`config.mk`:
```
export PLATFORM = sky130hd
export DESIGN_NAME = line_buf_sched_flat
export DESIGN_NICKNAME = d
export VERILOG_FILES = /design/src/rtl/line_buf_sched_if.sv /design/src/rtl/line_buf_sched.sv /design/src/flat_wrapper.sv
export SDC_FILE = /design/constraint.sdc
export NUM_CORES = 1
export LEC_CHECK = 0
export BUFFER_PORTS_ARGS = -buffer_cell sky130_fd_sc_hd__buf_2
export CORE_ASPECT_RATIO = 1.75
export CORE_MARGIN = 2
export CORE_UTILIZATION = 45
export DETAILED_ROUTE_END_ITERATION = 10
export GPL_TIMING_DRIVEN = 1
export PLACE_DENSITY = 0.8
export SLEW_MARGIN = 20
export SYNTH_ARGS = -nofsm -noshare
export SYNTH_HDL_FRONTEND = slang
export SYNTH_SLANG_ARGS = --single-unit
```
`constraint.sdc`:
```
create_clock -name pclk -period 2 [get_ports pclk]
set_input_delay 0.5 -clock pclk [delete_from_list [all_inputs] [get_ports pclk]]
set_output_delay 0.5 -clock pclk [all_outputs]
set_load 0.02 [all_outputs]
```
`src/rtl/line_buf_sched_if.sv`:
```
// Signal bundle between the PPU/VGA timing side (master) and the line-buffer scheduler (slave).
// Counter outputs exist only when LINE_BUF_STATS_EN is defined.
interface line_buf_sched_if #(
    parameter int ADDR_W = 9
);
    logic              frame_sync;
    logic              ppu_line_start;
    logic              ppu_pix_valid;
    logic              vga_line_start;
    logic              vga_vactive;
    logic [9:0]        h_cnt;
    logic              flag_clr;
    logic [ADDR_W-1:0] wr_addr;
    logic              wr_en0;
    logic              wr_en1;
    logic [ADDR_W-1:0] rd_addr;
    logic              rd_bank;
    logic              rd_pix_en;
    logic              overrun;
    logic              underrun;
`ifdef LINE_BUF_STATS_EN
    logic [7:0]        ovr_cnt;
    logic [7:0]        udr_cnt;
`endif

    modport master (
        output frame_sync, ppu_line_start, ppu_pix_valid,
        output vga_line_start, vga_vactive, h_cnt, flag_clr,
`ifdef LINE_BUF_STATS_EN
        input  ovr_cnt, udr_cnt,
`endif
        input  wr_addr, wr_en0, wr_en1, rd_addr, rd_bank, rd_pix_en,
        input  overrun, underrun
    );

    modport slave (
        input  frame_sync, ppu_line_start, ppu_pix_valid,
        input  vga_line_start, vga_vactive, h_cnt, flag_clr,
`ifdef LINE_BUF_STATS_EN
        output ovr_cnt, udr_cnt,
`endif
        output wr_addr, wr_en0, wr_en1, rd_addr, rd_bank, rd_pix_en,
        output overrun, underrun
    );
endinterface

```
`src/rtl/line_buf_sched.sv`:
```
// Ping-pong line-buffer scheduler: PPU fills one bank while VGA scan-doubles the other.
// Define LINE_BUF_STATS_EN to add saturating overrun/underrun event counters.
//
// state   | meaning
// W_IDLE  | writer waiting for ppu_line_start
// W_FILL  | writer storing pixels into wr_bank
// W_DROP  | writer discarding a line (target bank still full)
// R_IDLE  | reader outside vertical active area
// R_SHOW  | reader scanning out full bank rd_bank_int
// R_BLANK | reader showing border (no full bank at line start)
module line_buf_sched #(
    parameter int SRC_PIXELS = 256,
    parameter int ADDR_W     = 9,
    parameter int H_OFFSET   = 64,
    parameter int REPEAT     = 2
) (
    input logic             pclk,
    input logic             rst,
    line_buf_sched_if.slave bus
);
    typedef enum logic [1:0] {W_IDLE, W_FILL, W_DROP} w_state_t;
    typedef enum logic [1:0] {R_IDLE, R_SHOW, R_BLANK} r_state_t;

    localparam logic [9:0]        WIN_LO    = 10'(H_OFFSET);
    localparam logic [9:0]        WIN_LAST  = 10'(H_OFFSET + 2 * SRC_PIXELS - 1);
    localparam logic [ADDR_W-1:0] ADDR_LAST = ADDR_W'(SRC_PIXELS - 1);
    localparam logic [1:0]        REP_LAST  = 2'(REPEAT - 1);

    w_state_t          w_state, w_next;
    r_state_t          r_state, r_next;
    logic [1:0]        full, full_set, full_clr;
    logic              wr_bank, wr_bank_next;
    logic              rd_bank_int, rd_bank_next;
    logic [1:0]        rep_cnt, rep_next;
    logic [ADDR_W-1:0] wr_addr_q, wr_addr_next;
    logic [ADDR_W-1:0] rd_addr_q;
    logic [9:0]        h_rel;
    logic              in_win, show_pix;
    logic [1:0]        pix_pipe, bank_pipe;
    logic              ovr_evt, udr_evt;
    logic              overrun_q, underrun_q;

    assign h_rel    = bus.h_cnt - WIN_LO;
    assign in_win   = (bus.h_cnt >= WIN_LO) && (bus.h_cnt <= WIN_LAST);
    assign show_pix = (r_state == R_SHOW) && in_win;

    // Writer: next state, address, bank set strobe
    always_comb begin
        w_next       = w_state;
        wr_addr_next = wr_addr_q;
        wr_bank_next = wr_bank;
        full_set     = 2'b00;
        ovr_evt      = 1'b0;
        if (bus.frame_sync) begin
            wr_bank_next = 1'b0;
            wr_addr_next = '0;
            w_next       = bus.ppu_line_start ? W_FILL : W_IDLE;
        end else begin
            case (w_state)
                W_FILL: begin
                    if (bus.ppu_line_start) begin
                        wr_addr_next = '0;
                    end else if (bus.ppu_pix_valid) begin
                        if (wr_addr_q == ADDR_LAST) begin
                            full_set[wr_bank] = 1'b1;
                            wr_bank_next      = ~wr_bank;
                            wr_addr_next      = '0;
                            w_next            = W_IDLE;
                        end else begin
                            wr_addr_next = wr_addr_q + ADDR_W'(1);
                        end
                    end
                end
                default: begin
                    if (bus.ppu_line_start) begin
                        if (full[wr_bank]) begin
                            w_next  = W_DROP;
                            ovr_evt = 1'b1;
                        end else begin
                            w_next       = W_FILL;
                            wr_addr_next = '0;
                        end
                    end
                end
            endcase
        end
    end

    // Reader: decisions only at line start; hand-over at last window pixel
    always_comb begin
        r_next       = r_state;
        rd_bank_next = rd_bank_int;
        rep_next     = rep_cnt;
        full_clr     = 2'b00;
        udr_evt      = 1'b0;
        if (bus.frame_sync) begin
            r_next       = R_IDLE;
            rd_bank_next = 1'b0;
            rep_next     = 2'd0;
        end else if (bus.vga_line_start) begin
            if (!bus.vga_vactive) begin
                r_next = R_IDLE;
            end else if (full[rd_bank_int]) begin
                r_next = R_SHOW;
            end else begin
                r_next  = R_BLANK;
                udr_evt = 1'b1;
            end
        end else if ((r_state == R_SHOW) && (bus.h_cnt == WIN_LAST)) begin
            if (rep_cnt == REP_LAST) begin
                full_clr[rd_bank_int] = 1'b1;
                rd_bank_next          = ~rd_bank_int;
                rep_next              = 2'd0;
            end else begin
                rep_next = rep_cnt + 2'd1;
            end
        end
    end

    always_ff @(posedge pclk) begin
        if (rst) begin
            w_state     <= W_IDLE;
            r_state     <= R_IDLE;
            full        <= 2'b00;
            wr_bank     <= 1'b0;
            rd_bank_int <= 1'b0;
            rep_cnt     <= 2'd0;
            wr_addr_q   <= '0;
        end else begin
            w_state     <= w_next;
            r_state     <= r_next;
            wr_bank     <= wr_bank_next;
            rd_bank_int <= rd_bank_next;
            rep_cnt     <= rep_next;
            wr_addr_q   <= wr_addr_next;
            // Set and clear never target the same bank, so both apply
            full        <= bus.frame_sync ? 2'b00 : ((full & ~full_clr) | full_set);
        end
    end

    // Read pipeline: address one cycle after h_cnt, RAM data one cycle later
    always_ff @(posedge pclk) begin
        if (rst) begin
            rd_addr_q <= '0;
            pix_pipe  <= 2'b00;
            bank_pipe <= 2'b00;
        end else begin
            if (show_pix) begin
                rd_addr_q <= ADDR_W'(h_rel >> 1);
            end
            pix_pipe  <= bus.frame_sync ? 2'b00 : {pix_pipe[0], show_pix};
            bank_pipe <= {bank_pipe[0], rd_bank_int};
        end
    end

    always_ff @(posedge pclk) begin
        if (rst) begin
            overrun_q  <= 1'b0;
            underrun_q <= 1'b0;
        end else begin
            overrun_q  <= (overrun_q & ~bus.flag_clr) | ovr_evt;
            underrun_q <= (underrun_q & ~bus.flag_clr) | udr_evt;
        end
    end

`ifdef LINE_BUF_STATS_EN
    logic [7:0] ovr_cnt_q, udr_cnt_q;

    always_ff @(posedge pclk) begin
        if (rst) begin
            ovr_cnt_q <= 8'd0;
            udr_cnt_q <= 8'd0;
        end else begin
            if (bus.flag_clr) begin
                ovr_cnt_q <= {7'd0, ovr_evt};
            end else if (ovr_evt && (ovr_cnt_q != 8'hFF)) begin
                ovr_cnt_q <= ovr_cnt_q + 8'd1;
            end
            if (bus.flag_clr) begin
                udr_cnt_q <= {7'd0, udr_evt};
            end else if (udr_evt && (udr_cnt_q != 8'hFF)) begin
                udr_cnt_q <= udr_cnt_q + 8'd1;
            end
        end
    end

    assign bus.ovr_cnt = ovr_cnt_q;
    assign bus.udr_cnt = udr_cnt_q;
`endif

    assign bus.wr_en0    = (w_state == W_FILL) && bus.ppu_pix_valid && !wr_bank;
    assign bus.wr_en1    = (w_state == W_FILL) && bus.ppu_pix_valid && wr_bank;
    assign bus.wr_addr   = wr_addr_q;
    assign bus.rd_addr   = rd_addr_q;
    assign bus.rd_bank   = bank_pipe[1];
    assign bus.rd_pix_en = pix_pipe[1];
    assign bus.overrun   = overrun_q;
    assign bus.underrun  = underrun_q;
endmodule

```
`src/flat_wrapper.sv`:
```
// flat-port wrapper written by rule: the top's interface ports become plain ports
module line_buf_sched_flat 
#(
    parameter int SRC_PIXELS = 256,
    parameter int ADDR_W     = 9,
    parameter int H_OFFSET   = 64,
    parameter int REPEAT     = 2
)
  (pclk, rst, bus_frame_sync, bus_ppu_line_start, bus_ppu_pix_valid, bus_vga_line_start, bus_vga_vactive, bus_h_cnt, bus_flag_clr, bus_wr_addr, bus_wr_en0, bus_wr_en1, bus_rd_addr, bus_rd_bank, bus_rd_pix_en, bus_overrun, bus_underrun);
  line_buf_sched_if #(.ADDR_W(ADDR_W)) bus_i ();
  input logic pclk;
  input logic rst;
  input wire logic [$bits(bus_i.frame_sync)-1:0] bus_frame_sync;
  input wire logic [$bits(bus_i.ppu_line_start)-1:0] bus_ppu_line_start;
  input wire logic [$bits(bus_i.ppu_pix_valid)-1:0] bus_ppu_pix_valid;
  input wire logic [$bits(bus_i.vga_line_start)-1:0] bus_vga_line_start;
  input wire logic [$bits(bus_i.vga_vactive)-1:0] bus_vga_vactive;
  input wire logic [$bits(bus_i.h_cnt)-1:0] bus_h_cnt;
  input wire logic [$bits(bus_i.flag_clr)-1:0] bus_flag_clr;
  output wire logic [$bits(bus_i.wr_addr)-1:0] bus_wr_addr;
  output wire logic [$bits(bus_i.wr_en0)-1:0] bus_wr_en0;
  output wire logic [$bits(bus_i.wr_en1)-1:0] bus_wr_en1;
  output wire logic [$bits(bus_i.rd_addr)-1:0] bus_rd_addr;
  output wire logic [$bits(bus_i.rd_bank)-1:0] bus_rd_bank;
  output wire logic [$bits(bus_i.rd_pix_en)-1:0] bus_rd_pix_en;
  output wire logic [$bits(bus_i.overrun)-1:0] bus_overrun;
  output wire logic [$bits(bus_i.underrun)-1:0] bus_underrun;
  assign bus_i.frame_sync = bus_frame_sync;
  assign bus_i.ppu_line_start = bus_ppu_line_start;
  assign bus_i.ppu_pix_valid = bus_ppu_pix_valid;
  assign bus_i.vga_line_start = bus_vga_line_start;
  assign bus_i.vga_vactive = bus_vga_vactive;
  assign bus_i.h_cnt = bus_h_cnt;
  assign bus_i.flag_clr = bus_flag_clr;
  assign bus_wr_addr = bus_i.wr_addr;
  assign bus_wr_en0 = bus_i.wr_en0;
  assign bus_wr_en1 = bus_i.wr_en1;
  assign bus_rd_addr = bus_i.rd_addr;
  assign bus_rd_bank = bus_i.rd_bank;
  assign bus_rd_pix_en = bus_i.rd_pix_en;
  assign bus_overrun = bus_i.overrun;
  assign bus_underrun = bus_i.underrun;
  line_buf_sched #(.SRC_PIXELS(SRC_PIXELS), .ADDR_W(ADDR_W), .H_OFFSET(H_OFFSET), .REPEAT(REPEAT)) u_core (.pclk(pclk), .rst(rst), .bus(bus_i));
endmodule
```
==> impl_results.md <==
* Outcome: finished, final reports clean
* Avg WL per Cell at 14.5 um
* Fill cell count at 345
* Comb power frac at 0.100
* Slew headroom at 0.636
* Maximum vdd drop at 0.598 mV
* CTS Root Cell: clkbuf_8
* FP Rows at 29
* Crit path launch: u_core.bus.wr_addr[1]
* Sequential area share after synthesis at 0.403
* WP data required at 2.18 ns
* Multiplexer share of the synthesized area at 0.0303
* Core area at 3630 sq um
* Yosys warning total at 0
* Initial antenna violation count at 0
* Worst-skew pair later-pin latency at 0.29 ns
* GRT met1 Usage at 0.211
* Area grow syn2layout at 27.0%
* M3 GR Usage at 0.0335
* Post-Syn Instances at 192
* Startpoint types: register
* Async SR Flop Fraction at 0
* Path category of the worst min-delay check: register to register
* PortBufs at 41
* Post-Synth Adder-Cell Area at 0.0296
* Pint at 1.01 mW
* Clock Path Buffers at 2
* Final wirelength at 4310 um
* Psw at 0.345 mW
* CTS HTree Levels at 2
* WP data arrival at 2.07 ns
* Worst Min Path Start: u_core.rep_cnt[1]
* GRT busiest layer: met2
* Simple-gate area share of the yosys netlist at 0.283
* GRT met2 Usage at 0.388
* Dominant synthesized flop cell: dfxtp_1
* Gpl congestion at 0.817
* Initial DRC Count at 61
* Power per cell area at 633 nW/um^2
* RSZ-0062 raised after global routing: no
* Worst-margin pin slew at 0.542 ns
* Syn_area_per_cell at 8.80 sq um
* CP Capture Type: register
* CP Max Fanout at 11
* Via count at 1711
* I/O pins at 42
* Netlist cell types at 52
* Seq cells post-synth at 34
* FF-to-FF Start: u_core.bus.wr_addr[1]
* Post-synthesis compound-gate area fraction at 0.207
* Die span in x at 50.3 um
* Final setup fails at 0
* Cts bufs inserted at 5
* Gr usage total at 0.209
* Clock slew at reported path FFs at 0.07 ns
* Largest net degree at the start of global routing at 17
* CTS Sinks at 34
* Max-slew violation count at 0
* Final Hold Viols at 0
* Number of hold buffers added after cts at 0
* Mapped Nets at 214
* Synthesized cell area at 1690 sq um
* Total power at 1.36 mW
* Max Cap Viol at 0
* Number of flops mapped to enable cells by yosys at 0
* TNS Setup at 0 ns
* Initial core utilization at 0.466
* Post-synthesis xor/xnor area fraction at 0.0104
* Dpl hpwl at 3250 um
* Vias in the first global route at 1631
* Max Fclk at 528 MHz
* Number of iterations in the first detailed-routing pass at 4
* Antenna diodes at 0
* Grt ovf at 0
* Global-route wire length before repair at 6820 um
* Sequential power share at 0.503
* Die area at 4280 sq um
* Clk_skew at 0.0100 ns
* Power share of the clock group at 0.397
* Leak pwr at 0.860 nW
* # nets final at 272
* Leading cell types in the layout, fill and taps excluded: 41 x buf_2, 32 x dfxtp_1, 17 x nand2_1, 17 x buf_4, 14 x a21oi_1
* Commonest non-fill, non-tap cell in the layout: buf_2
* Layout cells sized above 1 at 0.323
* DR DRC count at 0
* Antenna Nets Post-Route at 0
* Crit path kind: register to register
* Largest family of logic cells by synthesized area: simple AND/OR/NAND/NOR gates
* Final min period at 1.89 ns
* Number of vias per cell at 5.76
* Sw Share at 0.254
* CTS tree: built
* Die height at 85.1 um
* DP Worst Slack at -0.146 ns
* Final worst-path setup slack at 0.107 ns
* Period utilization at 0.947
power by group through the flow:
| stage | registers (mW) | clock network (mW) | logic [mW] |
|---|---|---|---|
| 3_5_place_dp | 0.699 | 0 | 0.134 |
| 4_1_cts | 0.684 | 0.546 | 0.135 |
| 3_3_place_gp | 0.699 | 0 | 0.132 |
| 6_report | 0.684 | 0.539 | 0.136 |
| 5_1_grt | 0.684 | 0.568 | 0.149 |
| 2_1_floorplan | 0.700 | 0 | 0.0673 |
worst max-delay path: stages, from the launching register on:
cell and delay [ns]:
dfxtp_2 0.36, ha_1 0.18, nand3_2 0.09, or4b_4 0.61, o21ai_2 0.19, mux2_2 0.35
per-stage QoR:
| step | area (sq um) | hold slack [ns] | utilization | instances |
|---|---|---|---|---|
| 6_report | 2150 | 0.441 | 0.592 | 297 |
| 2_1_floorplan | 1690 | 0.406 | - | 192 |
| 3_3_place_gp | 2050 | 0.415 | 0.564 | 289 |
| 5_1_grt | 2150 | 0.455 | 0.592 | 297 |
| 3_5_place_dp | 2050 | 0.420 | 0.564 | 289 |
| 4_1_cts | 2140 | 0.444 | 0.591 | 297 |
routing by layer:
metal,share of wire,up-vias
li1,-,844
met3,0.054,12
met2,0.54,59
met1,0.38,796
met4,0.033,0
met5,0,-
kinds of logic (layout without fill, tap and decap cells):
family	count (synthesis)	count (layout)
buffers and inverters	14	73
adder cells (fa/ha/maj)	4	4
flip-flops	34	34
AO/OA/AOI/OAI	51	51
multiplexers	5	5
XOR/XNOR	2	2
AND/OR/NAND/NOR	82	82
sequential cells by signal (all words and copies together) (netlist names):
name,flops
u_core.r_state,2
u_core.bus.overrun,1
u_core.rep_cnt,2
u_core.wr_bank,1
u_core.bus.wr_addr,9
u_core.bank_pipe,2
u_core.w_state,2
u_core.bus.underrun,1
u_core.full,2
u_core.pix_pipe,2
u_core.rd_bank_int,1
u_core.bus.rd_addr,9
cells in the mapped netlist, drive strengths merged, types with 2 or more instances:
cell    count  area [sq um]
inv         7          26.3
o31ai       6          45.0
and2        2          12.5
nand4       8          50.1
nand3       8          45.0
a31oi       7          43.8
ha          4          50.1
or3b        3          26.3
nor4        2          12.5
nor2b       3          18.8
nor2       13          48.8
nand2b      7          43.8
o32ai       2          17.5
or3         5          36.3
dfxtp      34           681
o21ai       5          25.0
a211oi      5          37.5
nand4b      3          32.5
mux2i       4          40.0
a22oi       2          15.0
clkbuf      5          20.0
buf         2          15.0
xnor2       2          17.5
nand2      17          63.8
or4         2          18.8
a21oi      14          70.1
nor3        3          15.0
final cells by class:
cell class,instances,area (sq um),area share
multi-input combinational,144,952,0.443
inverter,7,26.3,0.0122
timing repair buffer,58,333,0.155
clock inverter,2,12.5,0.00583
tap,46,57.6,0.0268
clock buffer,6,82.6,0.0385
sequential,34,683,0.318
timing repair:
item	4_1_cts	5_1_grt
gates resized for setup	0	1
setup buffers	0	0
endpoints found under the setup margin	0	1
worst paths after layout:
check / to / slack (ns) / cells past startpoint
worst max-delay path: u_core.w_state[0] / 0.11 / 5
worst min register to register: u_core.rep_cnt[1] / 0.44 / 2
worst max register to register: u_core.w_state[0] / 0.11 / 5
worst min-delay path: u_core.rep_cnt[1] / 0.44 / 2
No activity file was read; power rests on OpenSTA's default activity.
